--- config.mk ---
export PLATFORM = sky130hd
export DESIGN_NAME = iomem_copy_master
export DESIGN_NICKNAME = d
export VERILOG_FILES = /design/src/rtl/iomem_copy_master.sv
export SDC_FILE = /design/constraint.sdc
export NUM_CORES = 1
export LEC_CHECK = 0
export CORE_MARGIN = 8
export CORE_UTILIZATION = 35
export DETAILED_ROUTE_END_ITERATION = 8
export HOLD_SLACK_MARGIN = 0.03
export SYNTH_ARGS = -nofsm -noshare
export SYNTH_HDL_FRONTEND = slang
export SYNTH_SLANG_ARGS = --single-unit
--- constraint.sdc ---
create_clock -name clk -period 5 [get_ports clk]
set_clock_uncertainty 0.2 [all_clocks]
set_input_delay 1 -clock clk [delete_from_list [all_inputs] [get_ports clk]]
set_output_delay 1 -clock clk [all_outputs]
set_load 0.03 [all_outputs]
--- src/rtl/iomem_copy_master.sv ---
// iomem_copy_master
//   Bus initiator on the iomem native-handshake bus. Copies cfg_len words
//   one at a time: read a word from the source address, then write it to the
//   destination address. Either address may advance by 4 per word or stay
//   fixed, so a FIFO-style port such as the RNG data register can feed RAM.
//
// Ports
//   clk, reset        system clock, asynchronous active-high reset
//   start             one-cycle launch pulse (only honoured when idle)
//   cfg_src/cfg_dst   first source / destination byte address (word aligned)
//   cfg_len           number of words to copy
//   cfg_src_inc       1: source advances by 4 per word, 0: fixed
//   cfg_dst_inc       1: destination advances by 4 per word, 0: fixed
//   busy              copy in progress
//   done              one-cycle pulse at completion or abort
//   error             timeout abort flag, held until the next accepted start
//   words_done        words fully written in the current / last copy
//   m_valid..m_rdata  iomem initiator side (request, ready strobe, wstrb,
//                     address, write data, read data)
module iomem_copy_master #(
  parameter int LEN_BITS = 16,
  parameter int TIMEOUT  = 1024
) (
  input  logic                clk,
  input  logic                reset,
  input  logic                start,
  input  logic [31:0]         cfg_src,
  input  logic [31:0]         cfg_dst,
  input  logic [LEN_BITS-1:0] cfg_len,
  input  logic                cfg_src_inc,
  input  logic                cfg_dst_inc,
  output logic                busy,
  output logic                done,
  output logic                error,
  output logic [LEN_BITS-1:0] words_done,
  output logic                m_valid,
  input  logic                m_ready,
  output logic [3:0]          m_wstrb,
  output logic [31:0]         m_addr,
  output logic [31:0]         m_wdata,
  input  logic [31:0]         m_rdata
);

  typedef enum logic [2:0] {IDLE, RD_REQ, RD_GAP, WR_REQ, WR_GAP, FIN} state_t;

  // The wait counter only has to hold 0..TIMEOUT-1; the abort fires on the
  // cycle it would step to TIMEOUT.
  localparam int TW = (TIMEOUT > 1) ? $clog2(TIMEOUT) : 1;
  localparam logic [TW-1:0] TLAST = TW'(TIMEOUT - 1);

  state_t              state;
  state_t              state_next;
  logic [31:0]         src;
  logic [31:0]         dst;
  logic [31:0]         data;
  logic [LEN_BITS-1:0] len;
  logic                src_inc;
  logic                dst_inc;
  logic [TW-1:0]       tcnt;
  logic                in_req;
  logic                timeout_hit;

  assign in_req = (state == RD_REQ) || (state == WR_REQ);

  // Ready wins over the timeout when both land in the same cycle.
  assign timeout_hit = (TIMEOUT != 0) && in_req && !m_ready && (tcnt == TLAST);

  // State register
  always_ff @(posedge clk or posedge reset) begin
    if (reset) begin
      state <= IDLE;
    end else begin
      state <= state_next;
    end
  end

  // Next-state logic
  always_comb begin
    state_next = state;
    case (state)
      IDLE: begin
        if (start) begin
          state_next = (cfg_len == '0) ? FIN : RD_REQ;
        end
      end
      RD_REQ: begin
        if (m_ready) begin
          state_next = RD_GAP;
        end else if (timeout_hit) begin
          state_next = FIN;
        end
      end
      RD_GAP: state_next = WR_REQ;
      WR_REQ: begin
        if (m_ready) begin
          state_next = WR_GAP;
        end else if (timeout_hit) begin
          state_next = FIN;
        end
      end
      // words_done was already bumped on the accepting edge of WR_REQ.
      WR_GAP:  state_next = (words_done == len) ? FIN : RD_REQ;
      FIN:     state_next = IDLE;
      default: state_next = IDLE;
    endcase
  end

  // Outputs decoded from state: the request drops the instant the state
  // leaves a *_REQ state, including on asynchronous reset. Address, strobe
  // and data come from registers that do not change while in a REQ state.
  always_comb begin
    busy    = (state != IDLE);
    m_valid = in_req;
    m_wstrb = 4'b0000;
    m_addr  = 32'd0;
    m_wdata = 32'd0;
    if (state == RD_REQ) begin
      m_addr = src;
    end else if (state == WR_REQ) begin
      m_wstrb = 4'b1111;
      m_addr  = dst;
      m_wdata = data;
    end
  end

  // Working registers, status and the wait counter
  always_ff @(posedge clk or posedge reset) begin
    if (reset) begin
      src        <= 32'd0;
      dst        <= 32'd0;
      data       <= 32'd0;
      len        <= '0;
      src_inc    <= 1'b0;
      dst_inc    <= 1'b0;
      error      <= 1'b0;
      done       <= 1'b0;
      words_done <= '0;
      tcnt       <= '0;
    end else begin
      // done follows FIN by one cycle, so it coincides with busy falling.
      done <= (state == FIN);

      case (state)
        IDLE: begin
          if (start) begin
            src        <= cfg_src;
            dst        <= cfg_dst;
            len        <= cfg_len;
            src_inc    <= cfg_src_inc;
            dst_inc    <= cfg_dst_inc;
            error      <= 1'b0;
            words_done <= '0;
          end
        end
        RD_REQ: begin
          if (m_ready) begin
            data <= m_rdata;
          end
        end
        RD_GAP: begin
          if (src_inc) begin
            src <= src + 32'd4;
          end
        end
        WR_REQ: begin
          if (m_ready) begin
            words_done <= words_done + 1'b1;
          end
        end
        WR_GAP: begin
          if (dst_inc) begin
            dst <= dst + 32'd4;
          end
        end
        default: ;
      endcase

      if (timeout_hit) begin
        error <= 1'b1;
      end

      // Outside a request the counter sits at zero, so every rise of
      // m_valid starts counting from a clean slate.
      if ((TIMEOUT != 0) && in_req && !m_ready) begin
        tcnt <= tcnt + 1'b1;
      end else begin
        tcnt <= '0;
      end
    end
  end

endmodule

==> metrics.txt, run 1 <==
# TYPE chip_impl_metric gauge
chip_impl_info{name="status",value="completed"} 1
chip_impl_metric{name="crit_path_max_incr_delay",unit="ps"} 700
chip_impl_info{name="clockRootBuffer",value="clkbuf_16"} 1
chip_impl_metric{name="cts-htree-levels",unit=""} 4
chip_impl_metric{name="detail_route.first_pass.iterations",unit=""} 5
chip_impl_metric{name="average_detailed_routed_wire_length_per_instance",unit="um"} 18.7
chip_impl_metric{name="grt_pass1_vias",unit=""} 7524
chip_impl_info{name="cpLargestDelayFamily",value="buffers and inverters"} 1
chip_impl_metric{name="area.growth.synth_to_final",unit="%"} 35.1
chip_impl_metric{name="fin_setup_tns",unit="ps"} 0
chip_impl_metric{name="final-hold-violation-count",unit=""} 0
chip_impl_metric{name="irDropWorstVdd",unit="V"} 0.000488
chip_impl_metric{name="yosysSeqAreaShare",unit="%"} 44.0
chip_impl_metric{name="maximum_number_of_pins_on_one_net_before_global_route_repair",unit=""} 146
chip_impl_metric{name="layout_worst_path_cycle_share",unit="%"} 84.8
chip_impl_metric{name="initial_core_util",unit="%"} 35.4
chip_impl_metric{name="drt_iter0_markers",unit=""} 547
chip_impl_metric{name="fillerInstances",unit=""} 2254
chip_impl_metric{name="clk_pin_slew",unit="ps"} 70
chip_impl_metric{name="port_buffers",unit=""} 205
chip_impl_metric{name="die-area",unit="sq mm"} 0.0287
chip_impl_metric{name="ios",unit=""} 206
chip_impl_metric{name="chipHeight",unit="um"} 169
chip_impl_metric{name="r2r_setup_slack",unit="ps"} 1770
chip_impl_metric{name="rows",unit=""} 56
chip_impl_info{name="synth-main-ff-cell",value="dfrtp_1"} 1
chip_impl_metric{name="detail_route.wirelength",unit="um"} 26500
chip_impl_info{name="cp-start-kind",value="flip-flop"} 1
chip_impl_metric{name="proportion_of_layout_cells_with_a_drive_suffix_above_1",unit="%"} 9.45
chip_impl_metric{name="final-setup-viol-count",unit=""} 0
chip_impl_metric{name="number_of_enable_type_register_cells_in_the_synthesized_netlist",unit=""} 0
chip_impl_metric{name="path_max_fanout",unit=""} 35
chip_impl_metric{name="r2r_cells",unit=""} 5
chip_impl_metric{name="synth-compound-area-share",unit="%"} 15.3
chip_impl_metric{name="worst_skew_pair.late_latency",unit="ps"} 420
chip_impl_metric{name="slew_at_the_pin_with_the_worst_max_slew_slack",unit="ps"} 1150
chip_impl_metric{name="numCtsBuffers",unit=""} 17
chip_impl_info{name="worst_r2r_startpoint",value="state[1]"} 1
chip_impl_metric{name="wire_length_of_the_first_global_routing_pass",unit="um"} 41900
chip_impl_metric{name="finalWeightedCongestion",unit=""} 0.861
chip_impl_info{name="critical_path.startpoint",value="state[2]"} 1
chip_impl_metric{name="post_synth_num_cell_types",unit=""} 60
chip_impl_metric{name="nNetsFinal",unit=""} 1210
chip_impl_metric{name="synth.mux.area_fraction",unit="%"} 8.91
chip_impl_info{name="hold_path_startpoint",value="tcnt[0]"} 1
chip_impl_metric{name="final_antenna_net_count",unit=""} 0
chip_impl_metric{name="dp_cells",unit=""} 1388
chip_impl_metric{name="placed_wire_length_estimate_after_detailed_placement",unit="um"} 19000
chip_impl_info{name="cp_slowest_cell",value="clkdlybuf4s50_1"} 1
chip_impl_metric{name="timing.critical_path.arrival",unit="ps"} 3040
chip_impl_metric{name="hold_depth",unit=""} 1
chip_impl_metric{name="die_width",unit="um"} 169
chip_impl_metric{name="post_cts.repair.setup_buffers",unit=""} 0
chip_impl_info{name="final_cell_mix",value="clkdlybuf4s50_1 (205), dfrtp_1 (144), nand2_1 (106)"} 1
chip_impl_info{name="reg2reg_to",value="dst[17]"} 1
chip_impl_metric{name="syn_area_per_cell",unit="sq um"} 8.96
chip_impl_info{name="tritoncts",value="built"} 1
chip_impl_metric{name="utilization",unit="%"} 47.8
chip_impl_info{name="holdCritPathClass",value="flip-flop to flip-flop"} 1
chip_impl_metric{name="post_synth_fa_ha_maj_area_fraction",unit="%"} 0.607
chip_impl_info{name="timing.critical_path.cells",value="inv_1, nand2_1, inv_1, and2_1, clkdlybuf4s50_1"} 1
chip_impl_metric{name="critical_path_required",unit="ps"} 3800
chip_impl_metric{name="antenna-diode-count",unit=""} 0
chip_impl_metric{name="timing.critical_path.depth",unit=""} 5
chip_impl_metric{name="cts_hold_repair.buffers",unit=""} 0
chip_impl_metric{name="fmax",unit="GHz"} 0.236
chip_impl_metric{name="max-clock-path-buffers",unit=""} 2
chip_impl_metric{name="synth.net_count",unit=""} 1042
chip_impl_metric{name="globalRouteOverflowTotal",unit=""} 0
chip_impl_metric{name="synthesis.area",unit="sq mm"} 0.00824
chip_impl_metric{name="final-instance-count-excl-fill",unit=""} 1420
chip_impl_metric{name="post_cts.resized_instances",unit=""} 0
chip_impl_metric{name="worstPathBufferInverterCount",unit=""} 3
chip_impl_metric{name="max-cap-violations",unit=""} 0
chip_impl_info{name="layout.cells.most_common",value="clkdlybuf4s50_1"} 1
chip_impl_metric{name="time_the_final_worst_path_needs_with_i_o_delays_and_setup",unit="ps"} 4240
chip_impl_metric{name="core_area",unit="sq mm"} 0.0233
chip_impl_metric{name="ys_ff_latch",unit=""} 145
chip_impl_metric{name="yosysWarnings",unit=""} 0
chip_impl_info{name="min_delay_worst_endpoint",value="tcnt[0]"} 1
chip_impl_metric{name="drc_errors",unit=""} 0
chip_impl_metric{name="via_count",unit=""} 7594
chip_impl_metric{name="cellLeakagePower",unit="nW"} 4.52
chip_impl_info{name="setup_repair_after_global_routing_missed_its_margin",value="false"} 1
chip_impl_metric{name="timing.hold.ws",unit="ps"} 264
chip_impl_metric{name="power_per_cell_area",unit="mW/mm^2"} 634
chip_impl_info{name="critical_path.most_common_cell",value="inv_1"} 1
chip_impl_info{name="endpoint_kind",value="output pin"} 1
chip_impl_metric{name="worst_slew_margin_rel",unit="%"} 23.2
chip_impl_metric{name="synth_cells",unit=""} 920
chip_impl_info{name="crit_path_kind",value="flip-flop to output pin"} 1
chip_impl_metric{name="ys_async_sr_fraction",unit="%"} 100
chip_impl_metric{name="initial_antenna_violation_count",unit=""} 2
chip_impl_metric{name="synth-xor-area-share",unit="%"} 4.04
chip_impl_info{name="synth_top_family_by_area",value="simple AND/OR/NAND/NOR gates"} 1
chip_impl_metric{name="route.detailed.vias_per_inst",unit=""} 5.35
chip_impl_metric{name="synthSimpleGateAreaFrac",unit="%"} 23.1
chip_impl_metric{name="slew_violations",unit=""} 0
chip_impl_metric{name="global_route.usage.total",unit="%"} 18.4
chip_impl_metric{name="clock_sinks",unit=""} 145
cell usage after synthesis, types with 2 or more instances:
| cell type | number | area [sq um] |
|---|---|---|
| ha_1 | 4 | 50.1 |
| clkbuf_1 | 44 | 165 |
| nor3_1 | 9 | 45.0 |
| mux2i_1 | 34 | 340 |
| and2_1 | 5 | 31.3 |
| o31ai_1 | 3 | 22.5 |
| a31o_2 | 3 | 26.3 |
| and3_1 | 52 | 325 |
| or2_2 | 4 | 25.0 |
| a211oi_1 | 5 | 37.5 |
| o21a_1 | 2 | 15.0 |
| nor4_1 | 8 | 50.1 |
| dfrtp_1 | 145 | 3630 |
| nor2_1 | 97 | 364 |
| nand2b_1 | 4 | 25.0 |
| a2bb2oi_1 | 21 | 184 |
| nand3b_1 | 2 | 15.0 |
| a22oi_1 | 2 | 15.0 |
| a311oi_1 | 4 | 35.0 |
| a31oi_1 | 7 | 43.8 |
| nand4_1 | 24 | 150 |
| and4_1 | 7 | 61.3 |
| xor2_1 | 14 | 123 |
| inv_1 | 10 | 37.5 |
| mux2_2 | 35 | 394 |
| nor3b_1 | 3 | 22.5 |
| buf_1 | 4 | 15.0 |
| o21ai_0 | 43 | 215 |
| or3_1 | 4 | 25.0 |
| o22ai_1 | 21 | 131 |
| xnor2_1 | 24 | 210 |
| buf_2 | 17 | 85.1 |
| buf_4 | 3 | 22.5 |
| nand2_1 | 106 | 398 |
| a21oi_1 | 76 | 380 |
| nand3_1 | 47 | 235 |
| o22a_1 | 3 | 26.3 |
| a32oi_1 | 2 | 17.5 |
final cells by class:
cell class	instances	area (sq um)	area share, %
Clock buffer	18	439	3.95
Clock inverter	14	143	1.28
Inverter	10	41.3	0.371
Multi-Input combinational cell	697	4320	38.8
Sequential cell	145	3630	32.6
Tap cell	319	399	3.59
Timing Repair Buffer	217	2150	19.4
sequential cells by signal, summed over array words and instances, names as in the netlist:
name and flops:
tcnt 10, src_inc 1, src 32, data 32, dst 32, words_done 16, state 3, len 16
error 1, done 1, dst_inc 1
layer usage:
metal / wire (um) / part of all wire, % / global-route usage (%)
met5: 27 / 0.10 / 0
met4: 265 / 1.0 / 3.92
met3: 1730 / 6.5 / 4.70
met2: 12500 / 47 / 29.7
met1: 11900 / 45 / 24.4
power by group:
part	internal (mW)	total [mW]	switching, mW
combinational	1.50	3.47	1.98
clock	0.715	1.27	0.554
sequential	1.66	2.31	0.653
total	3.87	7.06	3.18
through the flow:
stage	setup WS, ps	area, sq um	total power, mW
2_1_floorplan	1980	8250	4.49
3_3_place_gp	1290	10500	5.77
3_5_place_dp	1180	10500	5.80
4_1_cts	740	11100	7.11
5_1_grt	520	11100	7.52
6_report	759	11100	7.06
kinds of logic after synthesis:
logic type / after synthesis
muxes: 69
and+or+nand+nor: 384
buffers and inverters: 78
adders and majority gates: 4
DFF: 145
xor gates and xnor gates: 38
AOI/OAI and AO/OA: 202
worst max-delay path by stage:
| stage | to |
|---|---|
| after floorplan | data[0] |
| after detailed placement | m_wstrb[1] |
| after global routing | m_wstrb[1] |
| after CTS | m_wstrb[1] |
| after global placement | m_wstrb[3] |
| final | m_wstrb[1] |
No activity file was read; power rests on OpenSTA's default activity.
==> inputs of run 2 (changes only) <==
==> constraint.sdc (replaced) <==
create_clock -name clk -period 3.6 [get_ports clk]
set_clock_uncertainty 0.2 [all_clocks]
set_input_delay 0.72 -clock clk [delete_from_list [all_inputs] [get_ports clk]]
set_output_delay 0.72 -clock clk [all_outputs]
set_load 0.03 [all_outputs]
==> metrics.txt, run 2 (same netlist as run 1, synthesis figures left out) <==
# TYPE chip_impl_metric gauge
chip_impl_info{name="status",value="completed"} 1
chip_impl_metric{name="timing.critical_path.arrival",unit="ps"} 2460
chip_impl_metric{name="cts_hold_repair.buffers",unit=""} 0
chip_impl_metric{name="clock_sinks",unit=""} 145
chip_impl_info{name="tritoncts",value="built"} 1
chip_impl_metric{name="grt_pass1_vias",unit=""} 7462
chip_impl_metric{name="use_met2",unit="%"} 29.7
chip_impl_info{name="timing.critical_path.cells",value="inv_1, nand2_1, inv_1, buf_12, and3_1, clkdlybuf4s50_1"} 1
chip_impl_metric{name="post_cts.repair.setup_buffers",unit=""} 0
chip_impl_metric{name="ios",unit=""} 206
chip_impl_metric{name="crit_path_max_incr_delay",unit="ps"} 670
chip_impl_metric{name="globalRouteOverflowTotal",unit=""} 0
chip_impl_metric{name="cts-htree-levels",unit=""} 4
chip_impl_info{name="clockRootBuffer",value="clkbuf_16"} 1
chip_impl_metric{name="time_the_final_worst_path_needs_with_i_o_delays_and_setup",unit="ps"} 3380
chip_impl_metric{name="gr-usage-met3",unit="%"} 4.56
chip_impl_metric{name="layout_worst_path_cycle_share",unit="%"} 93.8
chip_impl_metric{name="max-clock-path-buffers",unit=""} 2
chip_impl_metric{name="final-setup-viol-count",unit=""} 0
chip_impl_info{name="hold_path_startpoint",value="tcnt[0]"} 1
chip_impl_metric{name="placed_wire_length_estimate_after_detailed_placement",unit="um"} 19700
chip_impl_info{name="worst_r2r_startpoint",value="dst[2]"} 1
chip_impl_metric{name="proportion_of_layout_cells_with_a_drive_suffix_above_1",unit="%"} 10.8
chip_impl_metric{name="power_per_cell_area",unit="mW/mm^2"} 880
chip_impl_metric{name="port_buffers",unit=""} 205
chip_impl_metric{name="slew_at_the_pin_with_the_worst_max_slew_slack",unit="ps"} 1050
chip_impl_metric{name="die-area",unit="sq mm"} 0.0287
chip_impl_metric{name="irDropWorstVdd",unit="V"} 0.000934
chip_impl_metric{name="clk_pin_slew",unit="ps"} 60
chip_impl_info{name="cp-start-kind",value="flip-flop"} 1
chip_impl_metric{name="core_area",unit="sq mm"} 0.0233
chip_impl_metric{name="numCtsBuffers",unit=""} 17
chip_impl_metric{name="route.detailed.vias_per_inst",unit=""} 5.39
chip_impl_metric{name="p_total",unit="mW"} 9.91
chip_impl_metric{name="wire_length_of_the_first_global_routing_pass",unit="um"} 42300
chip_impl_metric{name="final-hold-violation-count",unit=""} 0
chip_impl_metric{name="global_route.usage.total",unit="%"} 18.6
chip_impl_metric{name="cellLeakagePower",unit="nW"} 4.61
chip_impl_info{name="critical_path.most_common_cell",value="inv_1"} 1
chip_impl_info{name="layout_top_registers",value="data: 32 flops, dst: 32 flops, src: 32 flops"} 1
chip_impl_metric{name="rows",unit=""} 56
chip_impl_info{name="final_cell_mix",value="clkdlybuf4s50_1 (202), dfrtp_1 (144), nand2_1 (106)"} 1
chip_impl_info{name="layout.cells.most_common",value="clkdlybuf4s50_1"} 1
chip_impl_metric{name="drt_iter0_markers",unit=""} 577
chip_impl_metric{name="antenna-diode-count",unit=""} 0
chip_impl_metric{name="max-cap-violations",unit=""} 0
chip_impl_info{name="setup_repair_after_global_routing_missed_its_margin",value="false"} 1
chip_impl_info{name="endpoint_kind",value="output pin"} 1
chip_impl_metric{name="fillerInstances",unit=""} 2228
chip_impl_metric{name="final-instance-count-excl-fill",unit=""} 1434
chip_impl_metric{name="slew_violations",unit=""} 0
chip_impl_metric{name="fin_setup_tns",unit="ps"} 0
chip_impl_metric{name="worst_skew_pair.late_latency",unit="ps"} 430
chip_impl_info{name="busiest_grt_layer",value="met2"} 1
chip_impl_metric{name="average_detailed_routed_wire_length_per_instance",unit="um"} 18.8
chip_impl_metric{name="fmax",unit="GHz"} 0.296
chip_impl_metric{name="initial_core_util",unit="%"} 35.4
chip_impl_info{name="crit_path_kind",value="flip-flop to output pin"} 1
chip_impl_metric{name="drc_errors",unit=""} 0
chip_impl_metric{name="timing.hold.ws",unit="ps"} 271
chip_impl_metric{name="initial_antenna_violation_count",unit=""} 0
chip_impl_metric{name="die_width",unit="um"} 169
chip_impl_info{name="cpLargestDelayFamily",value="buffers and inverters"} 1
chip_impl_metric{name="worst_slew_margin_rel",unit="%"} 30.1
chip_impl_metric{name="dp_cells",unit=""} 1402
chip_impl_metric{name="maximum_number_of_pins_on_one_net_before_global_route_repair",unit=""} 65
chip_impl_metric{name="path_max_fanout",unit=""} 23
chip_impl_metric{name="finalWeightedCongestion",unit=""} 0.861
chip_impl_metric{name="critical_path_required",unit="ps"} 2680
chip_impl_metric{name="area.growth.synth_to_final",unit="%"} 36.6
chip_impl_metric{name="met1_usage",unit="%"} 24.3
chip_impl_metric{name="detail_route.first_pass.iterations",unit=""} 5
chip_impl_metric{name="detail_route.wirelength",unit="um"} 27000
chip_impl_info{name="critical_path.startpoint",value="state[2]"} 1
chip_impl_metric{name="final_antenna_net_count",unit=""} 0
chip_impl_metric{name="worstPathBufferInverterCount",unit=""} 4
chip_impl_metric{name="post_cts.resized_instances",unit=""} 0
chip_impl_info{name="cp_slowest_cell",value="clkdlybuf4s50_1"} 1
chip_impl_metric{name="nNetsFinal",unit=""} 1224
chip_impl_metric{name="via_count",unit=""} 7728
chip_impl_info{name="holdCritPathClass",value="flip-flop to flip-flop"} 1
chip_impl_metric{name="chipHeight",unit="um"} 169
## run 2: cell count changes in the layout (fill, tap and decap cells not counted)
cell	delta
clkinvlp_4	-1
clkbuf_8	-1
bufinv_16	-1
buf_4	+13
nor4_1	+1
nor4_2	-1
inv_8	+3
clkdlybuf4s50_1	-3
buf_12	+4
## run 2: metrics by stage
step | util, % | area (sq um) | worst slack (ps)
floorplan | - | 8250 | 861
global placement | 46.0 | 10700 | 485
detailed placement | 46.0 | 10700 | 490
CTS | 48.4 | 11300 | 195
global route | 48.4 | 11300 | 52.5
finish | 48.4 | 11300 | 224
## run 2: layout make-up
class	count	area (sq um)	share of cell area, %
clock buffer	17	425	3.78
clock inverter	15	139	1.23
inverter	10	41.3	0.367
multi-input combinational	697	4320	38.4
sequential	145	3630	32.3
tap	319	399	3.55
timing repair buffer	231	2300	20.5
## run 2: path summary, 6_finish.rpt
check                              to  slack, ps  cells past startpoint
setup / recovery           m_wdata[8]        220                      6
hold / removal                tcnt[0]        270                      1
setup reg to reg              dst[28]        960                      6
hold reg to reg               tcnt[0]        270                      1
max in group asynchronous     src[31]       1960                      3
min in group asynchronous    data[18]        580                      2
## run 2: power breakdown
group	switching, mW	internal [mW]	total (mW)
combinational	2.90	2.16	5.06
clock	0.809	0.919	1.73
sequential	0.809	2.31	3.12
total	4.52	5.39	9.91
## run 2: worst register-to-register path: stages, from the launching register on
cell and delay, ps:
dfrtp_1 470, ha_1 270, nand3_2 170, or4_4 640
or3_2 530, o22ai_1 150, a21oi_1 80
## run 2: layer usage
layer	up-vias	part of all wire, %	routed length, um
met3	33	7.3	1960
met5	-	0	0
met4	0	1.9	512
met1	3723	45	12000
li1	3693	-	-
met2	279	46	12400
==> inputs of run 3 (changes only) <==
--- a/config.mk
+++ b/config.mk
@@ -7,6 +7,7 @@
 export LEC_CHECK = 0
 export CORE_MARGIN = 8
 export CORE_UTILIZATION = 35
+export CTS_CLUSTER_DIAMETER = 80
 export DETAILED_ROUTE_END_ITERATION = 8
 export HOLD_SLACK_MARGIN = 0.03
 export SYNTH_ARGS = -nofsm -noshare
==> results of run 3 <==
Final layout, timing and power as in run 2 (identical DEF).
